$ cat src/rtl/dsp_reset_seq_pkg.sv
// Shared constants, FSM state encoding and bus-operation payload for the DSP reset/detect engine.
package dsp_reset_seq_pkg;

    localparam logic [3:0] PORT_RESET       = 4'h6;
    localparam logic [3:0] PORT_READ_DATA   = 4'hA;
    localparam logic [3:0] PORT_WRITE_CMD   = 4'hC;
    localparam logic [3:0] PORT_READ_STATUS = 4'hE;

    localparam logic [7:0] DSP_READY       = 8'hAA;
    localparam logic [7:0] DSP_CMD_VERSION = 8'hE1;
    localparam logic [7:0] DSP_RESET_ON    = 8'h01;
    localparam logic [7:0] DSP_RESET_OFF   = 8'h00;

    localparam int unsigned STATE_W = 4;

    localparam logic [STATE_W-1:0] ST_IDLE     = 4'd0;
    localparam logic [STATE_W-1:0] ST_WR1      = 4'd1;
    localparam logic [STATE_W-1:0] ST_PULSE    = 4'd2;
    localparam logic [STATE_W-1:0] ST_WR0      = 4'd3;
    localparam logic [STATE_W-1:0] ST_POLL_ST  = 4'd4;
    localparam logic [STATE_W-1:0] ST_RD_DATA  = 4'd5;
    localparam logic [STATE_W-1:0] ST_VER_WST  = 4'd6;
    localparam logic [STATE_W-1:0] ST_VER_CMD  = 4'd7;
    localparam logic [STATE_W-1:0] ST_VER_RST1 = 4'd8;
    localparam logic [STATE_W-1:0] ST_VER_RD1  = 4'd9;
    localparam logic [STATE_W-1:0] ST_VER_RST2 = 4'd10;
    localparam logic [STATE_W-1:0] ST_VER_RD2  = 4'd11;
    localparam logic [STATE_W-1:0] ST_DONE     = 4'd12;
    localparam logic [STATE_W-1:0] ST_FAIL     = 4'd13;

    typedef struct packed {
        logic        we;
        logic [15:0] addr;
        logic [7:0]  data;
    } dsp_bus_op_t;

    // Builds one ISA transaction relative to the DSP base address.
    function automatic dsp_bus_op_t dsp_op(input logic we, input logic [15:0] base,
                                           input logic [3:0] offset, input logic [7:0] data);
        dsp_bus_op_t op;
        op.we   = we;
        op.addr = base + 16'(offset);
        op.data = data;
        return op;
    endfunction

endpackage

$ cat src/rtl/dsp_cycle_timer.sv
// Loadable down-counter with terminal-count flag; counts only while enabled and saturates at zero.
module dsp_cycle_timer #(
    parameter int unsigned W = 8
) (
    input  logic         sys_clock,
    input  logic         reset_n,
    input  logic         load,
    input  logic [W-1:0] load_value,
    input  logic         enable,
    output logic         tc_c
);

    logic [W-1:0] count;

    always_ff @(posedge sys_clock or negedge reset_n) begin
        if (!reset_n) begin
            count <= '0;
        end else if (load) begin
            count <= load_value;
        end else if (enable && (count != '0)) begin
            count <= count - W'(1);
        end
    end

    assign tc_c = (count == '0);

endmodule

$ cat src/rtl/dsp_reset_seq.sv
// Sound Blaster DSP reset/detect engine with start/done handshake, poll timeout and bounded retries.
// Optional DSP version read after detection is enabled by defining DSP_VERSION_READ_EN.
module dsp_reset_seq
    import dsp_reset_seq_pkg::*;
#(
    parameter logic [15:0] BASE_ADDRESS = 16'h0220,
    parameter int unsigned DATA_W       = 16,
    parameter int unsigned PULSE_CYCLES = 150,
    parameter int unsigned POLL_TIMEOUT = 5000,
    parameter int unsigned MAX_RETRIES  = 3,
    localparam int unsigned RETRY_W     = (MAX_RETRIES > 0) ? $clog2(MAX_RETRIES + 1) : 1
) (
    input  logic               sys_clock,
    input  logic               reset_n,
    input  logic               start,
    output logic               bus_req,
    output logic               bus_we,
    output logic [15:0]        bus_addr,
    output logic [DATA_W-1:0]  bus_wdata,
    input  logic               bus_ack,
    input  logic [DATA_W-1:0]  bus_rdata,
    output logic               busy,
    output logic               done,
    output logic               fail,
    output logic [RETRY_W-1:0] retries_used,
    output logic [15:0]        dsp_version
);

    localparam int unsigned PULSE_W    = (PULSE_CYCLES > 1) ? $clog2(PULSE_CYCLES + 1) : 1;
    // WR0 state entry plus its one-cycle request latency absorbs two cycles of the hold.
    localparam int unsigned PULSE_LOAD = (PULSE_CYCLES >= 2) ? PULSE_CYCLES - 2 : 0;
    localparam int unsigned POLL_W     = (POLL_TIMEOUT > 1) ? $clog2(POLL_TIMEOUT + 1) : 1;

    logic [STATE_W-1:0] state;
    logic [STATE_W-1:0] state_nxt;
    logic               bus_req_nxt;
    logic               bus_we_nxt;
    logic [15:0]        bus_addr_nxt;
    logic [DATA_W-1:0]  bus_wdata_nxt;
    logic               busy_nxt;
    logic               done_nxt;
    logic               fail_nxt;
    logic [RETRY_W-1:0] retries_nxt;
    logic [15:0]        version_nxt;

    dsp_bus_op_t        op_c;
    logic               xfer_c;
    logic               bus_state_c;
    logic               poll_state_c;
    logic               pulse_load_c;
    logic               pulse_en_c;
    logic               pulse_tc_c;
    logic               poll_load_c;
    logic               poll_tc_c;
    logic               unused_rdata;

    // Only bits [7:0] carry DSP data; wider buses are accepted and the rest ignored.
    assign unused_rdata = ^bus_rdata;

    assign xfer_c     = bus_req && bus_ack;
    assign pulse_en_c = (state == ST_PULSE);

    dsp_cycle_timer #(.W(PULSE_W)) u_pulse_timer (
        .sys_clock  (sys_clock),
        .reset_n    (reset_n),
        .load       (pulse_load_c),
        .load_value (PULSE_W'(PULSE_LOAD)),
        .enable     (pulse_en_c),
        .tc_c       (pulse_tc_c)
    );

    dsp_cycle_timer #(.W(POLL_W)) u_poll_timer (
        .sys_clock  (sys_clock),
        .reset_n    (reset_n),
        .load       (poll_load_c),
        .load_value (POLL_W'(POLL_TIMEOUT)),
        .enable     (poll_state_c),
        .tc_c       (poll_tc_c)
    );

    // State and registered outputs.
    always_ff @(posedge sys_clock or negedge reset_n) begin
        if (!reset_n) begin
            state        <= ST_IDLE;
            bus_req      <= 1'b0;
            bus_we       <= 1'b0;
            bus_addr     <= '0;
            bus_wdata    <= '0;
            busy         <= 1'b0;
            done         <= 1'b0;
            fail         <= 1'b0;
            retries_used <= '0;
            dsp_version  <= '0;
        end else begin
            state        <= state_nxt;
            bus_req      <= bus_req_nxt;
            bus_we       <= bus_we_nxt;
            bus_addr     <= bus_addr_nxt;
            bus_wdata    <= bus_wdata_nxt;
            busy         <= busy_nxt;
            done         <= done_nxt;
            fail         <= fail_nxt;
            retries_used <= retries_nxt;
            dsp_version  <= version_nxt;
        end
    end

    // Next-state and next-output logic.
    always_comb begin
        state_nxt     = state;
        bus_req_nxt   = bus_req;
        bus_we_nxt    = bus_we;
        bus_addr_nxt  = bus_addr;
        bus_wdata_nxt = bus_wdata;
        retries_nxt   = retries_used;
        version_nxt   = dsp_version;
        op_c          = '0;
        bus_state_c   = 1'b0;
        poll_state_c  = 1'b0;
        pulse_load_c  = 1'b0;
        poll_load_c   = 1'b0;

        case (state)
            ST_IDLE, ST_DONE, ST_FAIL: begin
                if (start) begin
                    state_nxt   = ST_WR1;
                    retries_nxt = '0;
                    version_nxt = '0;
                end
            end
            ST_WR1: begin
                bus_state_c = 1'b1;
                op_c        = dsp_op(1'b1, BASE_ADDRESS, PORT_RESET, DSP_RESET_ON);
                if (xfer_c) begin
                    state_nxt    = ST_PULSE;
                    pulse_load_c = 1'b1;
                end
            end
            ST_PULSE: begin
                if (pulse_tc_c) begin
                    state_nxt = ST_WR0;
                end
            end
            ST_WR0: begin
                bus_state_c = 1'b1;
                op_c        = dsp_op(1'b1, BASE_ADDRESS, PORT_RESET, DSP_RESET_OFF);
                if (xfer_c) begin
                    state_nxt   = ST_POLL_ST;
                    poll_load_c = 1'b1;
                end
            end
            ST_POLL_ST: begin
                bus_state_c  = 1'b1;
                poll_state_c = 1'b1;
                op_c         = dsp_op(1'b0, BASE_ADDRESS, PORT_READ_STATUS, 8'h00);
                if (xfer_c && bus_rdata[7]) begin
                    state_nxt = ST_RD_DATA;
                end
            end
            ST_RD_DATA: begin
                bus_state_c  = 1'b1;
                poll_state_c = 1'b1;
                op_c         = dsp_op(1'b0, BASE_ADDRESS, PORT_READ_DATA, 8'h00);
                if (xfer_c) begin
                    if (bus_rdata[7:0] == DSP_READY) begin
`ifdef DSP_VERSION_READ_EN
                        state_nxt = ST_VER_WST;
`else
                        state_nxt = ST_DONE;
`endif
                    end else begin
                        state_nxt = ST_POLL_ST;
                    end
                end
            end
`ifdef DSP_VERSION_READ_EN
            ST_VER_WST: begin
                bus_state_c  = 1'b1;
                poll_state_c = 1'b1;
                op_c         = dsp_op(1'b0, BASE_ADDRESS, PORT_WRITE_CMD, 8'h00);
                if (xfer_c && !bus_rdata[7]) begin
                    state_nxt = ST_VER_CMD;
                end
            end
            ST_VER_CMD: begin
                bus_state_c  = 1'b1;
                poll_state_c = 1'b1;
                op_c         = dsp_op(1'b1, BASE_ADDRESS, PORT_WRITE_CMD, DSP_CMD_VERSION);
                if (xfer_c) begin
                    state_nxt = ST_VER_RST1;
                end
            end
            ST_VER_RST1: begin
                bus_state_c  = 1'b1;
                poll_state_c = 1'b1;
                op_c         = dsp_op(1'b0, BASE_ADDRESS, PORT_READ_STATUS, 8'h00);
                if (xfer_c && bus_rdata[7]) begin
                    state_nxt = ST_VER_RD1;
                end
            end
            ST_VER_RD1: begin
                bus_state_c  = 1'b1;
                poll_state_c = 1'b1;
                op_c         = dsp_op(1'b0, BASE_ADDRESS, PORT_READ_DATA, 8'h00);
                if (xfer_c) begin
                    version_nxt[15:8] = bus_rdata[7:0];
                    state_nxt         = ST_VER_RST2;
                end
            end
            ST_VER_RST2: begin
                bus_state_c  = 1'b1;
                poll_state_c = 1'b1;
                op_c         = dsp_op(1'b0, BASE_ADDRESS, PORT_READ_STATUS, 8'h00);
                if (xfer_c && bus_rdata[7]) begin
                    state_nxt = ST_VER_RD2;
                end
            end
            ST_VER_RD2: begin
                bus_state_c  = 1'b1;
                poll_state_c = 1'b1;
                op_c         = dsp_op(1'b0, BASE_ADDRESS, PORT_READ_DATA, 8'h00);
                if (xfer_c) begin
                    version_nxt[7:0] = bus_rdata[7:0];
                    state_nxt        = ST_DONE;
                end
            end
`endif
            default: begin
                state_nxt = ST_IDLE;
            end
        endcase

        // One transaction at a time, with an idle cycle after every ack.
        if (bus_state_c) begin
            if (xfer_c) begin
                bus_req_nxt = 1'b0;
            end else if (!bus_req && !(poll_state_c && poll_tc_c)) begin
                bus_req_nxt   = 1'b1;
                bus_we_nxt    = op_c.we;
                bus_addr_nxt  = op_c.addr;
                bus_wdata_nxt = DATA_W'(op_c.data);
            end
        end

        // Timeout overrides any normal transition once the bus is quiet.
        if (poll_state_c && poll_tc_c && (!bus_req || xfer_c)) begin
            version_nxt = dsp_version;
            if (retries_used < RETRY_W'(MAX_RETRIES)) begin
                retries_nxt = retries_used + RETRY_W'(1);
                state_nxt   = ST_WR1;
            end else begin
                state_nxt = ST_FAIL;
            end
        end

        busy_nxt = !((state_nxt == ST_IDLE) || (state_nxt == ST_DONE) || (state_nxt == ST_FAIL));
        done_nxt = (state_nxt == ST_DONE);
        fail_nxt = (state_nxt == ST_FAIL);
    end

endmodule

$ cat config.mk
export PLATFORM = sky130hd
export DESIGN_NAME = dsp_reset_seq
export DESIGN_NICKNAME = d
export VERILOG_FILES = /design/src/rtl/dsp_reset_seq_pkg.sv /design/src/rtl/dsp_cycle_timer.sv /design/src/rtl/dsp_reset_seq.sv
export SDC_FILE = /design/constraint.sdc
export NUM_CORES = 1
export LEC_CHECK = 0
export CORE_MARGIN = 5
export CORE_UTILIZATION = 40
export DETAILED_ROUTE_END_ITERATION = 8
export PLACE_DENSITY = 0.7
export SYNTH_ARGS = -nofsm -noshare
export SYNTH_HDL_FRONTEND = slang
export SYNTH_SLANG_ARGS = --single-unit
$ cat constraint.sdc
create_clock -name sys_clock -period 2.6 [get_ports sys_clock]
set_clock_uncertainty 0.15 [all_clocks]
set_input_delay 0.26 -clock sys_clock [delete_from_list [all_inputs] [get_ports sys_clock]]
set_output_delay 0.26 -clock sys_clock [all_outputs]
set_load 0.005 [all_outputs]
==> results.py <==
metrics = {
    "final_layout": {
        "synthToLayoutAreaGrowth_pct": 12.5,
        "nFillCells": 516,
        "post-route-util": 0.461,
        "antenna_cells": 0,
        "layout-drive-gt1-share": 0.107,
        "finalNetCount": 296,
        "final_cell_area_sq_um": 2540,
    },
    "sta": {
        "max_freq_mhz": 410,
        "min_period_over_period": 0.938,
        "setup_violations": 0,
        "final.min_clock_period_ps": 2440,
        "slew_violations": 0,
        "rsz0062_at_grt": "false",
        "hold_viol": 0,
        "finalSetupTns_ps": 0,
    },
    "power_and_ir_drop": {
        "sw_frac_of_total": 0.381,
        "ir_drop_mv": 0.394,
        "pwr-share-seq": 0.421,
        "powerDensity_nw_per_um2": 876,
        "intPower_mw": 1.38,
        "combinationalPowerShare": 0.384,
        "p_leak_nw": 1.12,
        "clockPowerShare": 0.194,
        "switchingPower_mw": 0.847,
    },
    "global_routing": {
        "first_global_vias": 1514,
        "grt_max_degree": 37,
        "grt_pass1_wl_um": 7380,
        "antenna_found_initial": 0,
        "grt-ovfl-total": 0,
        "track_usage": 0.125,
    },
    "clock_network": {
        "numCtsBuffers": 5,
        "clk_pin_slew_ps": 70,
        "clk_path_buf_depth": 2,
        "clock-sinks": 36,
        "cts_resized": 0,
        "insertion_delay_ps": 290,
        "cts_tree": "built",
        "htreeDepth": 2,
        "root_buffer": "clkbuf_8",
        "cts_setup_buffers": 0,
        "ctsHoldBuffers": 0,
    },
    "placement": {
        "placed_area_sq_um": 2440,
        "place_hpwl_um": 3340,
        "gp_congestion": 0.826,
        "io_buffers": 24,
    },
    "worst_setup_path": {
        "cp_num_buf_inv": 1,
        "critPathArrivalTime_ps": 2460,
        "crit_type": "register to register",
        "crit_cells": 7,
        "cp_slowest_cell": "or4_4",
        "path_cells": "inv_1 -> ha_1 -> or4b_1 -> or4_4 -> nand2_2 -> a21oi_1 -> or2_2",
        "crit_fanout": 12,
        "rr_worst_depth": 7,
        "cp_top_family": "simple AND/OR/NAND/NOR gates",
        "start_kind": "register",
        "end_kind": "register",
        "critical-path-max-stage-delay_ps": 550,
        "worstPathRequired_ps": 2620,
    },
    "yosys": {
        "synthFlopType": "dfrtp_1",
        "synthTopCellsByArea": "dfrtp_1 (40%), buf_4 (15%), xor2_1 (4.3%)",
        "yosysTopAreaCell": "dfrtp_1",
        "ys_seq_area_frac": 0.399,
        "synth.avg_cell_area_sq_um": 9.40,
        "yosysWarnings": 0,
        "synth_edf_count": 0,
        "async_reset_ff_frac": 1.00,
        "synth_cells": 240,
        "syn_area_sq_um": 2260,
        "ys_ff_latch": 36,
        "ys_top_cells_by_count": "buf_4 (44), dfrtp_1 (36), nand2_1 (22)",
        "yosysUniqueCellTypes": 52,
        "synth.top_cell.area_share": 0.399,
        "synth.most_common_cell": "buf_4",
    },
    "hold_path": {
        "hold_path.class": "input port to asynchronous set/reset pin",
    },
    "run_status": {
        "status": "finished clean",
    },
    "route": {
        "wl_per_cell_um": 12.8,
        "num_vias": 1654,
        "first_pass_iters": 4,
        "wirelength_um": 4410,
        "drtAntennaViolNets": 0,
        "drc": 0,
        "routed_via_density": 4.82,
        "drt_iter0_drc": 87,
    },
    "floorplanning": {
        "die_h_um": 85.1,
        "io_pins": 75,
        "design.core.area_sq_um": 5510,
        "initial_core_util": 0.410,
        "rows": 27,
        "dieArea_sq_um": 7240,
        "dieWidth_um": 85.1,
    },
    "job": {
        "max_cap_viol_count": 0,
    },
}
==> layout make-up <==
class,instances,area [sq um],share of cell area
timing repair buffer,32,300,0.118
multi-input combinational,189,1120,0.443
inverter,7,26.3,0.0104
tap,72,90.1,0.0355
sequential,36,901,0.355
clock buffer,7,96.3,0.0380
==> power by group through the flow <==
stage          clock network, mW  logic, mW  registers [mW]
2_1_floorplan                  0      0.612           0.897
3_3_place_gp                   0      0.833           0.933
3_5_place_dp                   0      0.850           0.945
4_1_cts                    0.441      0.860           0.934
5_1_grt                    0.468      0.971           0.971
6_report                   0.432      0.855           0.936
==> worst register-to-register path: cells and delay by family (launching register included) <==
kind / cells / cell delay (ps)
DFF: 1 / 450
AOI/OAI and AO/OA: 1 / 90
buffers and inverters: 1 / 110
and+or+nand+nor: 4 / 1390
adders and majority gates: 1 / 140
==> cells in the final DEF, fill, tap and decap left out, types with 3 or more instances in the layout <==
cell type / n
nor2_1: 13
a21oi_1: 5
nor4_1: 4
o21ai_0: 12
ha_1: 5
inv_1: 7
nor2b_1: 3
nor3_1: 6
clkdlybuf4s50_1: 24
conb_1: 42
or3_1: 3
buf_4: 8
mux2i_1: 4
dfrtp_1: 36
nand4_1: 6
nand3_1: 14
xor2_1: 11
o31ai_1: 3
nand2_1: 22
clkbuf_8: 7
==> per-stage QoR <==
stage	setup slack, ps	power (mW)	std cells	hold WS [ps]
floorplan	301	1.51	281	-186
detailed placement	181	1.79	336	325
global route	46.4	2.41	343	300
finish	161	2.22	343	247
global placement	210	1.77	336	320
CTS	172	2.23	343	270
==> final timing paths <==
| path | startpoint | to | slack (ps) |
|---|---|---|---|
| max | u_poll_timer.count[1] | bus_addr[5] | 160 |
| max reg2reg | u_poll_timer.count[1] | bus_addr[5] | 160 |
| min reg2reg | bus_we | bus_we | 340 |
| max in group asynchronous | reset_n | u_poll_timer.count[1] | 1730 |
| min in group sys_clock | bus_we | bus_we | 340 |
| min | reset_n | u_pulse_timer.count[0] | 250 |
==> cells by family after synthesis <==
logic type,after synthesis,synth area share
compound gates,29,0.0815
xor+xnor,11,0.0427
fa+ha+maj,5,0.0277
buf+inv,56,0.171
flops,36,0.399
mux,5,0.0227
other cells,1,0.00166
simple gates,97,0.253
==> per-layer routing <==
layer  GRT usage  wire length [um]  up-vias
li1            -                 -      813
met1       0.177              2020      799
met2       0.191              2140       36
met3      0.0291               192        6
met4      0.0345                51        0
met5           0                 0        -
==> registers in the layout (all words and copies together), names as in the netlist <==
signal / count
u_poll_timer.count: 13
u_pulse_timer.count: 8
state: 4
bus_addr: 3
retries_used: 2
bus_req: 1
bus_wdata: 1
bus_we: 1
busy: 1
done: 1
fail: 1
Power figures use the tool's default switching activity.
